**src/rtl/xsim_seq_pkg.sv**
```systemverilog
// Shared types and constants for the xsim reset/run sequencer.
package xsim_seq_pkg;

    typedef enum logic [2:0] {
        SEQ_HOLD    = 3'd0,
        SEQ_RELEASE = 3'd1,
        SEQ_RUN     = 3'd2,
        SEQ_DRAIN   = 3'd3,
        SEQ_DONE    = 3'd4
    } seq_state_e;

    localparam int DEF_CNT_W = 32;
    localparam int DRAIN_W   = 8;

endpackage

```
**src/rtl/xsim_reset_seq_if.sv**
```systemverilog
// Host-facing request/status bundle of the reset/run sequencer.
interface xsim_reset_seq_if
    import xsim_seq_pkg::*;
#(
    parameter int NUM_DOMAINS = 2,
    parameter int CNT_W       = DEF_CNT_W
);
    logic                   soft_reset_req;
    logic                   finish_req;
    logic [NUM_DOMAINS-1:0] dom_rst_n;
    logic                   running;
    logic [CNT_W-1:0]       cycle_count;
    logic                   finish;
    logic                   timeout;

    modport master (
        output soft_reset_req, finish_req,
        input  dom_rst_n, running, cycle_count, finish, timeout
    );

    modport slave (
        input  soft_reset_req, finish_req,
        output dom_rst_n, running, cycle_count, finish, timeout
    );
endinterface

```
**src/rtl/xsim_release_stage.sv**
```systemverilog
// One reset domain: releases dom_rst_n when the cycle count hits its release point.
module xsim_release_stage #(
    parameter int               CNT_W  = 32,
    parameter logic [CNT_W-1:0] REL_PT = '0
) (
    input  logic             CLK,
    input  logic             RST,
    input  logic             soft_clr,
    input  logic             arm,
    input  logic [CNT_W-1:0] cycle_count,
    output logic             dom_rst_n
);

    always_ff @(posedge CLK or posedge RST) begin
        if (RST) begin
            dom_rst_n <= 1'b0;
        end else if (soft_clr) begin
            dom_rst_n <= 1'b0;
        end else if (arm && (cycle_count == REL_PT)) begin
            dom_rst_n <= 1'b1;
        end
    end

endmodule

```
**src/rtl/xsim_reset_seq.sv**
```systemverilog
// Reset/run sequencer: ordered domain release, cycle count, drained sticky finish.
// Optional RUN-state watchdog enabled by defining XSIM_WATCHDOG_EN.
//   state   | meaning
//   HOLD    | counting toward the first release point
//   RELEASE | some domains released, waiting for the last
//   RUN     | all domains out of reset
//   DRAIN   | finish requested, letting the design settle
//   DONE    | finish asserted, terminal until RST
module xsim_reset_seq
    import xsim_seq_pkg::*;
#(
    parameter int NUM_DOMAINS     = 2,
    parameter int CNT_W           = DEF_CNT_W,
    parameter int BASE_DELAY      = 20,
    parameter int STEP_DELAY      = 0,
    parameter int DRAIN_CYCLES    = 4,
    parameter int WATCHDOG_CYCLES = 1000000
) (
    input logic              CLK,
    input logic              RST,
    xsim_reset_seq_if.slave  bus
);

    localparam logic [2:0] S_HOLD    = SEQ_HOLD;
    localparam logic [2:0] S_RELEASE = SEQ_RELEASE;
    localparam logic [2:0] S_RUN     = SEQ_RUN;
    localparam logic [2:0] S_DRAIN   = SEQ_DRAIN;
    localparam logic [2:0] S_DONE    = SEQ_DONE;

    localparam logic [CNT_W-1:0]   FIRST_PT   = CNT_W'(BASE_DELAY);
    localparam logic [CNT_W-1:0]   LAST_PT    = CNT_W'(BASE_DELAY + (NUM_DOMAINS - 1) * STEP_DELAY);
    localparam logic [DRAIN_W-1:0] DRAIN_LAST = DRAIN_W'(DRAIN_CYCLES - 1);
    localparam longint unsigned    LAST_PT_FULL = longint'(BASE_DELAY) +
                                                  longint'(NUM_DOMAINS - 1) * longint'(STEP_DELAY);

    if (NUM_DOMAINS < 1 || NUM_DOMAINS > 16) begin : g_bad_domains
        $error("xsim_reset_seq: NUM_DOMAINS must be 1..16");
    end
    if (DRAIN_CYCLES < 1 || DRAIN_CYCLES > 255) begin : g_bad_drain
        $error("xsim_reset_seq: DRAIN_CYCLES must be 1..255");
    end
    if (WATCHDOG_CYCLES < 1) begin : g_bad_watchdog
        $error("xsim_reset_seq: WATCHDOG_CYCLES must be at least 1");
    end
    // Release compares are full-width, so a point beyond the counter range would never match.
    if (CNT_W < 64 && LAST_PT_FULL >= (64'd1 << CNT_W)) begin : g_bad_release_pt
        $error("xsim_reset_seq: release points do not fit in CNT_W");
    end

    logic [2:0]             state;
    logic [CNT_W-1:0]       cycle_cnt;
    logic                   pending;
    logic [DRAIN_W-1:0]     drain_cnt;
    logic                   running_q;
    logic                   finish_q;
    logic [NUM_DOMAINS-1:0] dom_q;
    logic                   soft_clr;
    logic                   arm;
    logic                   wd_hit;

    assign soft_clr = bus.soft_reset_req && (state != S_DONE);
    assign arm      = (state == S_HOLD) || (state == S_RELEASE);

    for (genvar i = 0; i < NUM_DOMAINS; i++) begin : g_stage
        xsim_release_stage #(
            .CNT_W  (CNT_W),
            .REL_PT (CNT_W'(BASE_DELAY + i * STEP_DELAY))
        ) u_stage (
            .CLK         (CLK),
            .RST         (RST),
            .soft_clr    (soft_clr),
            .arm         (arm),
            .cycle_count (cycle_cnt),
            .dom_rst_n   (dom_q[i])
        );
    end

`ifdef XSIM_WATCHDOG_EN
    localparam int WD_W = (WATCHDOG_CYCLES > 1) ? $clog2(WATCHDOG_CYCLES) : 1;

    logic [WD_W-1:0] wd_cnt;
    logic            timeout_q;

    assign wd_hit = (wd_cnt == WD_W'(WATCHDOG_CYCLES - 1));

    // Held at zero outside RUN, which also clears it on RUN entry.
    always_ff @(posedge CLK or posedge RST) begin
        if (RST) begin
            wd_cnt <= '0;
        end else if (state != S_RUN || soft_clr) begin
            wd_cnt <= '0;
        end else if (!wd_hit) begin
            wd_cnt <= wd_cnt + WD_W'(1);
        end
    end

    always_ff @(posedge CLK or posedge RST) begin
        if (RST) begin
            timeout_q <= 1'b0;
        end else if (state == S_RUN && wd_hit && !soft_clr && !bus.finish_req && !pending) begin
            timeout_q <= 1'b1;
        end
    end

    assign bus.timeout = timeout_q;
`else
    assign wd_hit      = 1'b0;
    assign bus.timeout = 1'b0;
`endif

    always_ff @(posedge CLK or posedge RST) begin
        if (RST) begin
            state     <= S_HOLD;
            cycle_cnt <= '0;
            pending   <= 1'b0;
            drain_cnt <= '0;
            running_q <= 1'b0;
            finish_q  <= 1'b0;
        end else begin
            cycle_cnt <= cycle_cnt + CNT_W'(1);
            if (soft_clr) begin
                state     <= S_HOLD;
                cycle_cnt <= '0;
                pending   <= 1'b0;
                drain_cnt <= '0;
                running_q <= 1'b0;
            end else begin
                case (state)
                    S_HOLD, S_RELEASE: begin
                        if (bus.finish_req) begin
                            pending <= 1'b1;
                        end
                        if (cycle_cnt == LAST_PT) begin
                            state     <= S_RUN;
                            running_q <= 1'b1;
                        end else if (cycle_cnt == FIRST_PT) begin
                            state <= S_RELEASE;
                        end
                    end
                    S_RUN: begin
                        if (bus.finish_req || pending) begin
                            state     <= S_DRAIN;
                            drain_cnt <= '0;
                            pending   <= 1'b0;
                        end else if (wd_hit) begin
                            state     <= S_DONE;
                            running_q <= 1'b0;
                            finish_q  <= 1'b1;
                        end
                    end
                    S_DRAIN: begin
                        if (drain_cnt == DRAIN_LAST) begin
                            state     <= S_DONE;
                            running_q <= 1'b0;
                            finish_q  <= 1'b1;
                        end else begin
                            drain_cnt <= drain_cnt + DRAIN_W'(1);
                        end
                    end
                    S_DONE: begin
                    end
                    default: begin
                        state <= S_HOLD;
                    end
                endcase
            end
        end
    end

    assign bus.dom_rst_n   = dom_q;
    assign bus.running     = running_q;
    assign bus.cycle_count = cycle_cnt;
    assign bus.finish      = finish_q;

endmodule
```
**src/flat_wrapper.sv**
```systemverilog
// flat-port wrapper written by rule: the top's interface ports become plain ports
module xsim_reset_seq_flat import xsim_seq_pkg::*;
#(
    parameter int NUM_DOMAINS     = 2,
    parameter int CNT_W           = DEF_CNT_W,
    parameter int BASE_DELAY      = 20,
    parameter int STEP_DELAY      = 0,
    parameter int DRAIN_CYCLES    = 4,
    parameter int WATCHDOG_CYCLES = 1000000
)
  (CLK, RST, bus_soft_reset_req, bus_finish_req, bus_dom_rst_n, bus_running, bus_cycle_count, bus_finish, bus_timeout);
  xsim_reset_seq_if #(.NUM_DOMAINS(NUM_DOMAINS), .CNT_W(CNT_W)) bus_i ();
  input logic CLK;
  input logic RST;
  input wire logic [$bits(bus_i.soft_reset_req)-1:0] bus_soft_reset_req;
  input wire logic [$bits(bus_i.finish_req)-1:0] bus_finish_req;
  output wire logic [$bits(bus_i.dom_rst_n)-1:0] bus_dom_rst_n;
  output wire logic [$bits(bus_i.running)-1:0] bus_running;
  output wire logic [$bits(bus_i.cycle_count)-1:0] bus_cycle_count;
  output wire logic [$bits(bus_i.finish)-1:0] bus_finish;
  output wire logic [$bits(bus_i.timeout)-1:0] bus_timeout;
  assign bus_i.soft_reset_req = bus_soft_reset_req;
  assign bus_i.finish_req = bus_finish_req;
  assign bus_dom_rst_n = bus_i.dom_rst_n;
  assign bus_running = bus_i.running;
  assign bus_cycle_count = bus_i.cycle_count;
  assign bus_finish = bus_i.finish;
  assign bus_timeout = bus_i.timeout;
  xsim_reset_seq #(.NUM_DOMAINS(NUM_DOMAINS), .CNT_W(CNT_W), .BASE_DELAY(BASE_DELAY), .STEP_DELAY(STEP_DELAY), .DRAIN_CYCLES(DRAIN_CYCLES), .WATCHDOG_CYCLES(WATCHDOG_CYCLES)) u_core (.CLK(CLK), .RST(RST), .bus(bus_i));
endmodule
```
**config.mk**
```make
export PLATFORM = sky130hd
export DESIGN_NAME = xsim_reset_seq_flat
export DESIGN_NICKNAME = d
export VERILOG_FILES = /design/src/rtl/xsim_seq_pkg.sv /design/src/rtl/xsim_reset_seq_if.sv /design/src/rtl/xsim_release_stage.sv /design/src/rtl/xsim_reset_seq.sv /design/src/flat_wrapper.sv
export SDC_FILE = /design/constraint.sdc
export NUM_CORES = 1
export LEC_CHECK = 0
export CORE_UTILIZATION = 45
export DETAILED_ROUTE_END_ITERATION = 10
export PLACE_DENSITY = 0.69
export SYNTH_ARGS = -nofsm -noshare
export SYNTH_HDL_FRONTEND = slang
export SYNTH_SLANG_ARGS = --single-unit
```
**constraint.sdc**
```tcl
create_clock -name CLK -period 2.4 [get_ports CLK]
set_input_delay 0.36 -clock CLK [delete_from_list [all_inputs] [get_ports CLK]]
set_output_delay 0.36 -clock CLK [all_outputs]
set_load 0.005 [all_outputs]
```
==> results.sh, run 1 <==
export IMPL_setup_viol=0
export IMPL_ys_seq_area_frac=0.448
export IMPL_cts_made_buffers=5
export IMPL_synthTopCellsByArea="dfrtp_1, o31ai_1, or4_1, a21oi_1, nand3_1"
export IMPL_postCtsSetupRepairBufs=0
export IMPL_io_buffers=39
export IMPL_min_period_ns=2.08
export IMPL_avgSynthCellArea_sq_um=9.33
export IMPL_ioPinCount=41
export IMPL_antenna_found_initial=0
export IMPL_critPathKind="flop to flop"
export IMPL_clock_path_buffers=2
export IMPL_synth_nets=288
export IMPL_grt_max_degree=31
export IMPL_syn_area_sq_um=2620
export IMPL_cp_max_fo=15
export IMPL_drive_above_1_share=0.0575
export IMPL_finalHoldViolCount=0
export IMPL_cts_resized=0
export IMPL_yosys_area_top_type="dfrtp_1"
export IMPL_grt_pass1_wl_um=10200
export IMPL_max_stage_delay_ns=0.55
export IMPL_design_die_area_sq_um=6140
export IMPL_cp_slowest_cell="or4_1"
export IMPL_clockPowerShare=0.362
export IMPL_nets=319
export IMPL_crit_path_start_kind="flop"
export IMPL_gr_total_overflow=0
export IMPL_powerDensity_nw_per_um2=414
export IMPL_die_w_um=78.3
export IMPL_endpoint_kind="flop"
export IMPL_slew_violations=0
export IMPL_required_ns=2.63
export IMPL_core_area_sq_um=5570
export IMPL_worstMarginPinSlew_ns=0.879
export IMPL_via_count=2310
export IMPL_synthTopCellsByCount="dfrtp_1, nor2_1, nand2_1"
export IMPL_slew_headroom=0.414
export IMPL_drc=0
export IMPL_synth_edff_count=0
export IMPL_clock_latency_ns=0.30
export IMPL_n_antenna_cell=0
export IMPL_routabilityCongestion=0.814
export IMPL_first_pass_iters=4
export IMPL_cts_tree="yes"
export IMPL_root_buffer="clkbuf_8"
export IMPL_outcome="completed"
export IMPL_hold_buffers=0
export IMPL_rsz0062_at_grt="false"
export IMPL_grt_pass1_vias=2090
export IMPL_fmax_mhz=480
export IMPL_switchingPower_uw=287
export IMPL_vdd_drop_max_v=0.000239
export IMPL_cts_max_level=2
export IMPL_synth_top_area_frac=0.448
export IMPL_internal_power_uw=1010
export IMPL_drtIter0Drc=272
export IMPL_synth_most_common_cell="dfrtp_1"
export IMPL_grt_usage=0.216
export IMPL_die_height_um=78.3
export IMPL_start_util=0.470
export IMPL_area_delta_synth_final_pct=19.1
export IMPL_synth_warning_count=0
export IMPL_rows=27
export IMPL_dpl_hpwl_um=4100
export IMPL_cp_arrival_ns=2.31
export IMPL_via_per_inst=6.00
export IMPL_swShare=0.222
export IMPL_setup_tns_ns=0
export IMPL_yosys_register_bits=47
export IMPL_yosysUniqueCellTypes=50
export IMPL_fin_worst_skew_ns=0.00795
export IMPL_path_clk_slew_ns=0.09
export IMPL_ant_nets=0
export IMPL_combinationalPowerShare=0.025
export IMPL_post_drt_wl_per_cell_um=15.9
export IMPL_post_route_period_util=0.867
export IMPL_maxCapViolCount=0
export IMPL_worstHoldPathType="input port to async pin"
export IMPL_cts_sinks=47
export IMPL_syn_inst=281
export IMPL_p_seq_frac=0.613
export IMPL_p_total_uw=1290
export IMPL_synthArstFlopShare=1.00
export IMPL_ys_flop_type="dfrtp_1"
export IMPL_wl_um=6140
export IMPL_leakage_uw=0.00124
export IMPL_crit_path_cell_trace="ha_1 > and3_1 > nand2_2 > or4_1 > a21oi_1"
cells by family after synthesis:
logic type,share of synthesized area
adder cells (fa/ha/maj),0.0143
AND/OR/NAND/NOR,0.287
XOR/XNOR,0.0367
multiplexers,0.0191
AO/OA/AOI/OAI,0.142
other,0.00143
buffers and inverters,0.0510
flip-flops,0.448
worst paths after layout:
kind                                                start                         end  slack (ns)  cells past startpoint
worst max-delay path            u_core.bus.cycle_count[0]  u_core.bus.cycle_count[22]        0.32                      5
worst min-delay path                                  RST  u_core.bus.cycle_count[10]        0.42                      2
worst max register to register  u_core.bus.cycle_count[0]  u_core.bus.cycle_count[22]        0.32                      5
worst min register to register          u_core.bus.finish           u_core.bus.finish        0.48                      1
max in group asynchronous                             RST   u_core.bus.cycle_count[1]        1.45                      3
min in group CLK                        u_core.bus.finish           u_core.bus.finish        0.48                      1
metrics by stage:
step           utilization  instance area (sq um)  hold slack [ns]  worst slack [ns]  instances
4_1_cts              0.560                   3120            0.437             0.333        385
3_3_place_gp         0.546                   3040            0.464             0.341        377
5_1_grt              0.560                   3120            0.460             0.172        385
3_5_place_dp         0.546                   3040            0.456             0.280        377
6_report             0.560                   3120            0.416             0.318        385
2_1_floorplan            -                   2620            0.459             0.583        281
layer usage:
layer	global-route usage	share of wire	vias to the layer above	wire (um)
met5	0	0	-	0
met4	0.0722	0.0093	0	57
met3	0.0419	0.047	4	286
met2	0.315	0.44	54	2710
met1	0.318	0.50	1138	3080
li1	-	-	1114	-
state kept, by name (all words and copies together), names as in the netlist:
| register | cells |
|---|---|
| u_core.bus.cycle_count | 32 |
| u_core.state | 3 |
| u_core.pending | 1 |
| u_core.drain_cnt | 8 |
| u_core.g_stage.u_stage.dom_rst_n | 1 |
| u_core.bus.finish | 1 |
| u_core.bus.running | 1 |
placed cells by master (no fill, tap or decap), types with 8 or more instances in the layout:
cell,count
dfrtp_1,47
clkdlybuf4s50_1,39
nor2_1,21
nand2_1,20
a21oi_1,19
nand3_1,18
o31ai_1,13
or4_1,13
nor4_1,12
nand4_1,12
and3_1,8
worst max-delay path, delay by kind of cell, from the launching register on:
kind / cells / cell delay (ns)
AND/OR/NAND/NOR: 3 / 1.04
adder cells (fa/ha/maj): 1 / 0.29
flip-flops: 1 / 0.51
AO/OA/AOI/OAI: 1 / 0.16
power by group through the flow:
stage | Sequential [uW] | Combinational, uW | Clock (uW)
after floorplan | 808 | 18.9 | 0
after global placement | 808 | 33.3 | 0
after detailed placement | 808 | 33.8 | 0
after CTS | 793 | 33.7 | 480
after global routing | 793 | 37.2 | 508
final | 793 | 32.3 | 468
area by class of cell:
cell class,instances,area (sq um)
Sequential cell,47,1180
Multi-Input combinational cell,208,1310
Timing Repair Buffer,44,440
Clock buffer,7,76.3
Inverter,6,22.5
Fill cell,526,2450
Tap cell,72,90.1
Clock inverter,1,5.00
Power figures use the tool's default switching activity.
==> run 2, diff against run 1 <==
--- a/config.mk
+++ b/config.mk
@@ -5,6 +5,7 @@
 export SDC_FILE = /design/constraint.sdc
 export NUM_CORES = 1
 export LEC_CHECK = 0
+export CORE_ASPECT_RATIO = 1.25
 export CORE_UTILIZATION = 45
 export DETAILED_ROUTE_END_ITERATION = 10
 export PLACE_DENSITY = 0.69
==> run 2 against run 1 <==
Routed wire length is 1.9% lower. Non-clock buffer count rose by 1. Via count rose by 0.43%. Global-route usage fell by 0.79 points. Largest cell class unchanged. Largest power group unchanged.
==> results.sh, run 2 (synthesis results as in run 1) <==
export IMPL_cts_tree="yes"
export IMPL_grt_pass1_wl_um=10200
export IMPL_endpoint="u_core.bus.cycle_count[28]"
export IMPL_cp_arrival_ns=2.19
export IMPL_via_per_inst=6.14
export IMPL_core_area_sq_um=5520
export IMPL_rrSetupSlack_ns=0.44
export IMPL_clock_latency_ns=0.30
export IMPL_rr_startpoint="u_core.bus.cycle_count[1]"
export IMPL_leakage_uw=0.00127
export IMPL_postCtsSetupRepairBufs=0
export IMPL_fmax_mhz=509
export IMPL_worstMarginPinSlew_ns=0.572
export IMPL_routabilityCongestion=0.833
export IMPL_layout_commonest_cell="dfrtp_1"
export IMPL_setup_tns_ns=0
export IMPL_critPathKind="flop to flop"
export IMPL_ant_nets=0
export IMPL_fin_worst_skew_ns=0.00817
export IMPL_cts_max_level=2
export IMPL_cp_max_fo=15
export IMPL_die_height_um=87.4
export IMPL_root_buffer="clkbuf_8"
export IMPL_grt_max_degree=31
export IMPL_via_count=2320
export IMPL_antenna_found_initial=0
export IMPL_layout_common_cells="dfrtp_1, clkdlybuf4s50_1, nor2_1"
export IMPL_post_route_period_util=0.818
export IMPL_rr_worst_depth=5
export IMPL_rows=30
export IMPL_crit_start="u_core.bus.cycle_count[1]"
export IMPL_outcome="completed"
export IMPL_r2r_end="u_core.bus.cycle_count[28]"
export IMPL_max_stage_delay_ns=0.55
export IMPL_drc=0
export IMPL_endpoint_kind="flop"
export IMPL_maxCapViolCount=0
export IMPL_area_delta_synth_final_pct=20.9
export IMPL_dpl_hpwl_um=4190
export IMPL_design_die_area_sq_um=6140
export IMPL_crit_cells=5
export IMPL_grt_pass1_vias=2074
export IMPL_cts_made_buffers=5
export IMPL_placed_cells=370
export IMPL_fin_cells=378
export IMPL_clock_path_buffers=2
export IMPL_path_clk_slew_ns=0.09
export IMPL_cts_resized=0
export IMPL_drtIter0Drc=146
export IMPL_crit_path_cell_trace="ha_1 > and3_1 > nand2_2 > or4_1 > a21oi_1"
export IMPL_start_util=0.475
export IMPL_cp_slowest_cell="or4_1"
export IMPL_rsz0062_at_grt="false"
export IMPL_min_period_ns=1.96
export IMPL_largest_register_ffs=32
export IMPL_powerDensity_nw_per_um2=474
export IMPL_ioPinCount=41
export IMPL_io_buffers=39
export IMPL_wl_um=6020
export IMPL_worstHoldPathType="input port to async pin"
export IMPL_cts_sinks=47
export IMPL_crit_path_start_kind="flop"
export IMPL_required_ns=2.63
export IMPL_vdd_drop_max_v=0.000357
export IMPL_slew_headroom=0.615
export IMPL_slew_violations=0
export IMPL_die_w_um=70.3
export IMPL_n_antenna_cell=0
export IMPL_setup_viol=0
export IMPL_grt_usage=0.208
export IMPL_drive_above_1_share=0.0637
export IMPL_first_pass_iters=4
export IMPL_worst_path_buf_inv=0
export IMPL_hold_buffers=0
export IMPL_nets=320
export IMPL_gr_total_overflow=0
export IMPL_post_drt_wl_per_cell_um=15.9
export IMPL_finalHoldViolCount=0
export IMPL_crit_family="simple AND/OR/NAND/NOR gates"
run 2: area by class of cell:
| class | instances | area [sq um] |
|---|---|---|
| Timing Repair Buffer | 45 | 448 |
| Multi-Input combinational cell | 208 | 1310 |
| Inverter | 6 | 22.5 |
| Clock buffer | 6 | 72.6 |
| Tap cell | 64 | 80.1 |
| Clock inverter | 2 | 60.1 |
| Fill cell | 507 | 2350 |
| Sequential cell | 47 | 1180 |
run 2: worst min-delay path by stage:
stage	from	endpoint	cells past startpoint	slack, ns
global route	RST	u_core.bus.cycle_count[1]	2	0.46
finish	RST	u_core.bus.cycle_count[30]	2	0.41
floorplan	u_core.bus.finish	u_core.bus.finish	1	0.46
global placement	u_core.bus.finish	u_core.bus.finish	1	0.46
detailed placement	u_core.bus.finish	u_core.bus.finish	1	0.46
CTS	RST	u_core.bus.cycle_count[30]	2	0.43
run 2: power breakdown:
part | internal (uW) | switching (uW) | leakage [uW]
logic | 10.6 | 22.3 | 0.000601
clock network | 416 | 261 | 0.0000654
registers | 792 | 0.773 | 0.000604
run 2: metrics by stage:
stage               cell area [sq um]   util  worst slack [ns]  hold slack [ns]  total power (uW)
finish                           3170  0.575             0.437            0.414              1500
global route                     3170  0.575             0.298            0.457              1550
CTS                              3170  0.575             0.438            0.427              1520
detailed placement               3040  0.551             0.365            0.458               843
global placement                 3040  0.551             0.404            0.461               843
floorplan                        2620      -             0.583            0.459               827
run 2: routing by layer:
layer / wire length [um] / global-route usage / vias up
met5: 0 / 0 / -
met4: 72 / 0.0582 / 0
met3: 205 / 0.0359 / 8
met2: 2880 / 0.333 / 50
met1: 2860 / 0.289 / 1152
li1: - / - / 1110
==> run 3, diff against run 2 <==
==> constraint.sdc (replaced) <==
create_clock -name CLK -period 1.98 [get_ports CLK]
set_input_delay 0.297 -clock CLK [delete_from_list [all_inputs] [get_ports CLK]]
set_output_delay 0.297 -clock CLK [all_outputs]
set_load 0.005 [all_outputs]
==> run 3 against run 2 <==
Sequential power up 21%. Final cell count up 3.4%. Sequential cell count unchanged. Design area up 2.8%. Register-to-register slack worse by 0.30 ns. Die area unchanged. Maximum frequency up 6.4%. Critical path type unchanged. Largest power group unchanged. Highest routed layer unchanged.
==> results.sh, run 3 (synthesis results as in run 1) <==
export IMPL_core_area_sq_um=5520
export IMPL_layout_common_cells="dfrtp_1, clkdlybuf4s50_1, nor2_1"
export IMPL_finalHoldViolCount=0
export IMPL_outcome="completed"
export IMPL_nets=333
export IMPL_io_buffers=39
export IMPL_powerDensity_nw_per_um2=524
export IMPL_routabilityCongestion=0.828
export IMPL_grt_pass1_wl_um=10500
export IMPL_cts_sinks=47
export IMPL_slew_violations=0
export IMPL_fin_worst_skew_ns=0.0115
export IMPL_grt_pass1_vias=2175
export IMPL_die_height_um=87.4
export IMPL_worstHoldPathType="input port to async pin"
export IMPL_cp_max_fo=12
export IMPL_post_drt_wl_per_cell_um=15.9
export IMPL_root_buffer="clkbuf_8"
export IMPL_n_antenna_cell=0
export IMPL_setup_viol=0
export IMPL_grt_max_degree=48
export IMPL_layout_commonest_cell="dfrtp_1"
export IMPL_critPathKind="flop to flop"
export IMPL_ioPinCount=41
export IMPL_gr_total_overflow=0
export IMPL_cts_tree="yes"
export IMPL_path_clk_slew_ns=0.09
export IMPL_first_pass_iters=4
export IMPL_required_ns=2.21
export IMPL_cts_made_buffers=5
export IMPL_drtIter0Drc=126
export IMPL_setup_tns_ns=0
export IMPL_dpl_hpwl_um=4330
export IMPL_die_w_um=70.3
export IMPL_cp_arrival_ns=2.07
export IMPL_rsz0062_at_grt="false"
export IMPL_rows=30
export IMPL_drc=0
export IMPL_area_delta_synth_final_pct=24.3
export IMPL_via_per_inst=6.05
export IMPL_cts_max_level=2
export IMPL_ant_nets=0
export IMPL_via_count=2365
export IMPL_crit_path_start_kind="flop"
export IMPL_min_period_ns=1.85
export IMPL_leakage_uw=0.00134
export IMPL_grt_usage=0.215
export IMPL_endpoint_kind="flop"
export IMPL_post_route_period_util=0.932
export IMPL_maxCapViolCount=0
export IMPL_nFillCells=484
export IMPL_hold_buffers=0
export IMPL_clock_path_buffers=2
export IMPL_placed_cells=383
export IMPL_start_util=0.475
export IMPL_wl_um=6210
export IMPL_fmax_mhz=542
export IMPL_largest_register_ffs=32
export IMPL_antenna_found_initial=0
export IMPL_vdd_drop_max_v=0.000383
export IMPL_fin_cells=391
export IMPL_drive_above_1_share=0.116
export IMPL_clock_latency_ns=0.30
export IMPL_design_die_area_sq_um=6140
[run 3: repair_timing]
item,4_1_cts,5_1_grt
buffers inserted,0,0
gates resized for setup,0,5
setup endpoints to repair,0,7
[run 3: worst paths after layout]
check,from,endpoint,slack (ns),cells past startpoint
max,u_core.bus.cycle_count[6],u_core.bus.cycle_count[17],0.13,5
min,RST,u_core.bus.cycle_count[11],0.34,3
max reg2reg,u_core.bus.cycle_count[6],u_core.bus.cycle_count[17],0.13,5
min reg2reg,u_core.bus.finish,u_core.bus.finish,0.47,1
max in group asynchronous,RST,u_core.bus.cycle_count[2],1.40,3
min in group CLK,u_core.bus.finish,u_core.bus.finish,0.47,1
[run 3: critical path, stage by stage, from the launching register on]
cell	delay, ns
dfrtp_1	0.44
nand3_1	0.19
or2_0	0.36
buf_4	0.23
or4_1	0.40
a21oi_1	0.16
[run 3: power breakdown]
group | total [uW] | switching, uW | internal (uW)
sequential | 961 | 1.02 | 960
combinational | 41.7 | 27.3 | 14.4
clock | 705 | 329 | 376
total | 1710 | 357 | 1350
[run 3: cell type report]
type / instances / area [sq um] / share of cell area
clock buffers: 5 / 68.8 / 0.0211
flip-flops and latches: 47 / 1180 / 0.362
inverters: 6 / 22.5 / 0.00691
clock inverters: 3 / 43.8 / 0.0134
multi-input cells: 208 / 1320 / 0.404
well taps: 64 / 80.1 / 0.0246
repair buffers: 58 / 546 / 0.167
[run 3: per-layer routing]
metal / up-vias / track usage / wire, um
met5: - / 0 / 0
met4: 0 / 0.0836 / 121
met3: 12 / 0.0347 / 227
met2: 59 / 0.351 / 2930
met1: 1153 / 0.286 / 2930
li1: 1141 / - / -
[run 3: through the flow]
step | hold WS [ns] | util | worst slack (ns) | area [sq um] | power [uW]
2_1_floorplan | 0.437 | - | 0.163 | 2620 | 1000
3_3_place_gp | 0.449 | 0.568 | 0.133 | 3140 | 1020
3_5_place_dp | 0.454 | 0.568 | 0.0631 | 3140 | 1020
4_1_cts | 0.354 | 0.589 | 0.0502 | 3250 | 1730
5_1_grt | 0.388 | 0.591 | 0.0000582 | 3260 | 1760
6_report | 0.341 | 0.591 | 0.134 | 3260 | 1710
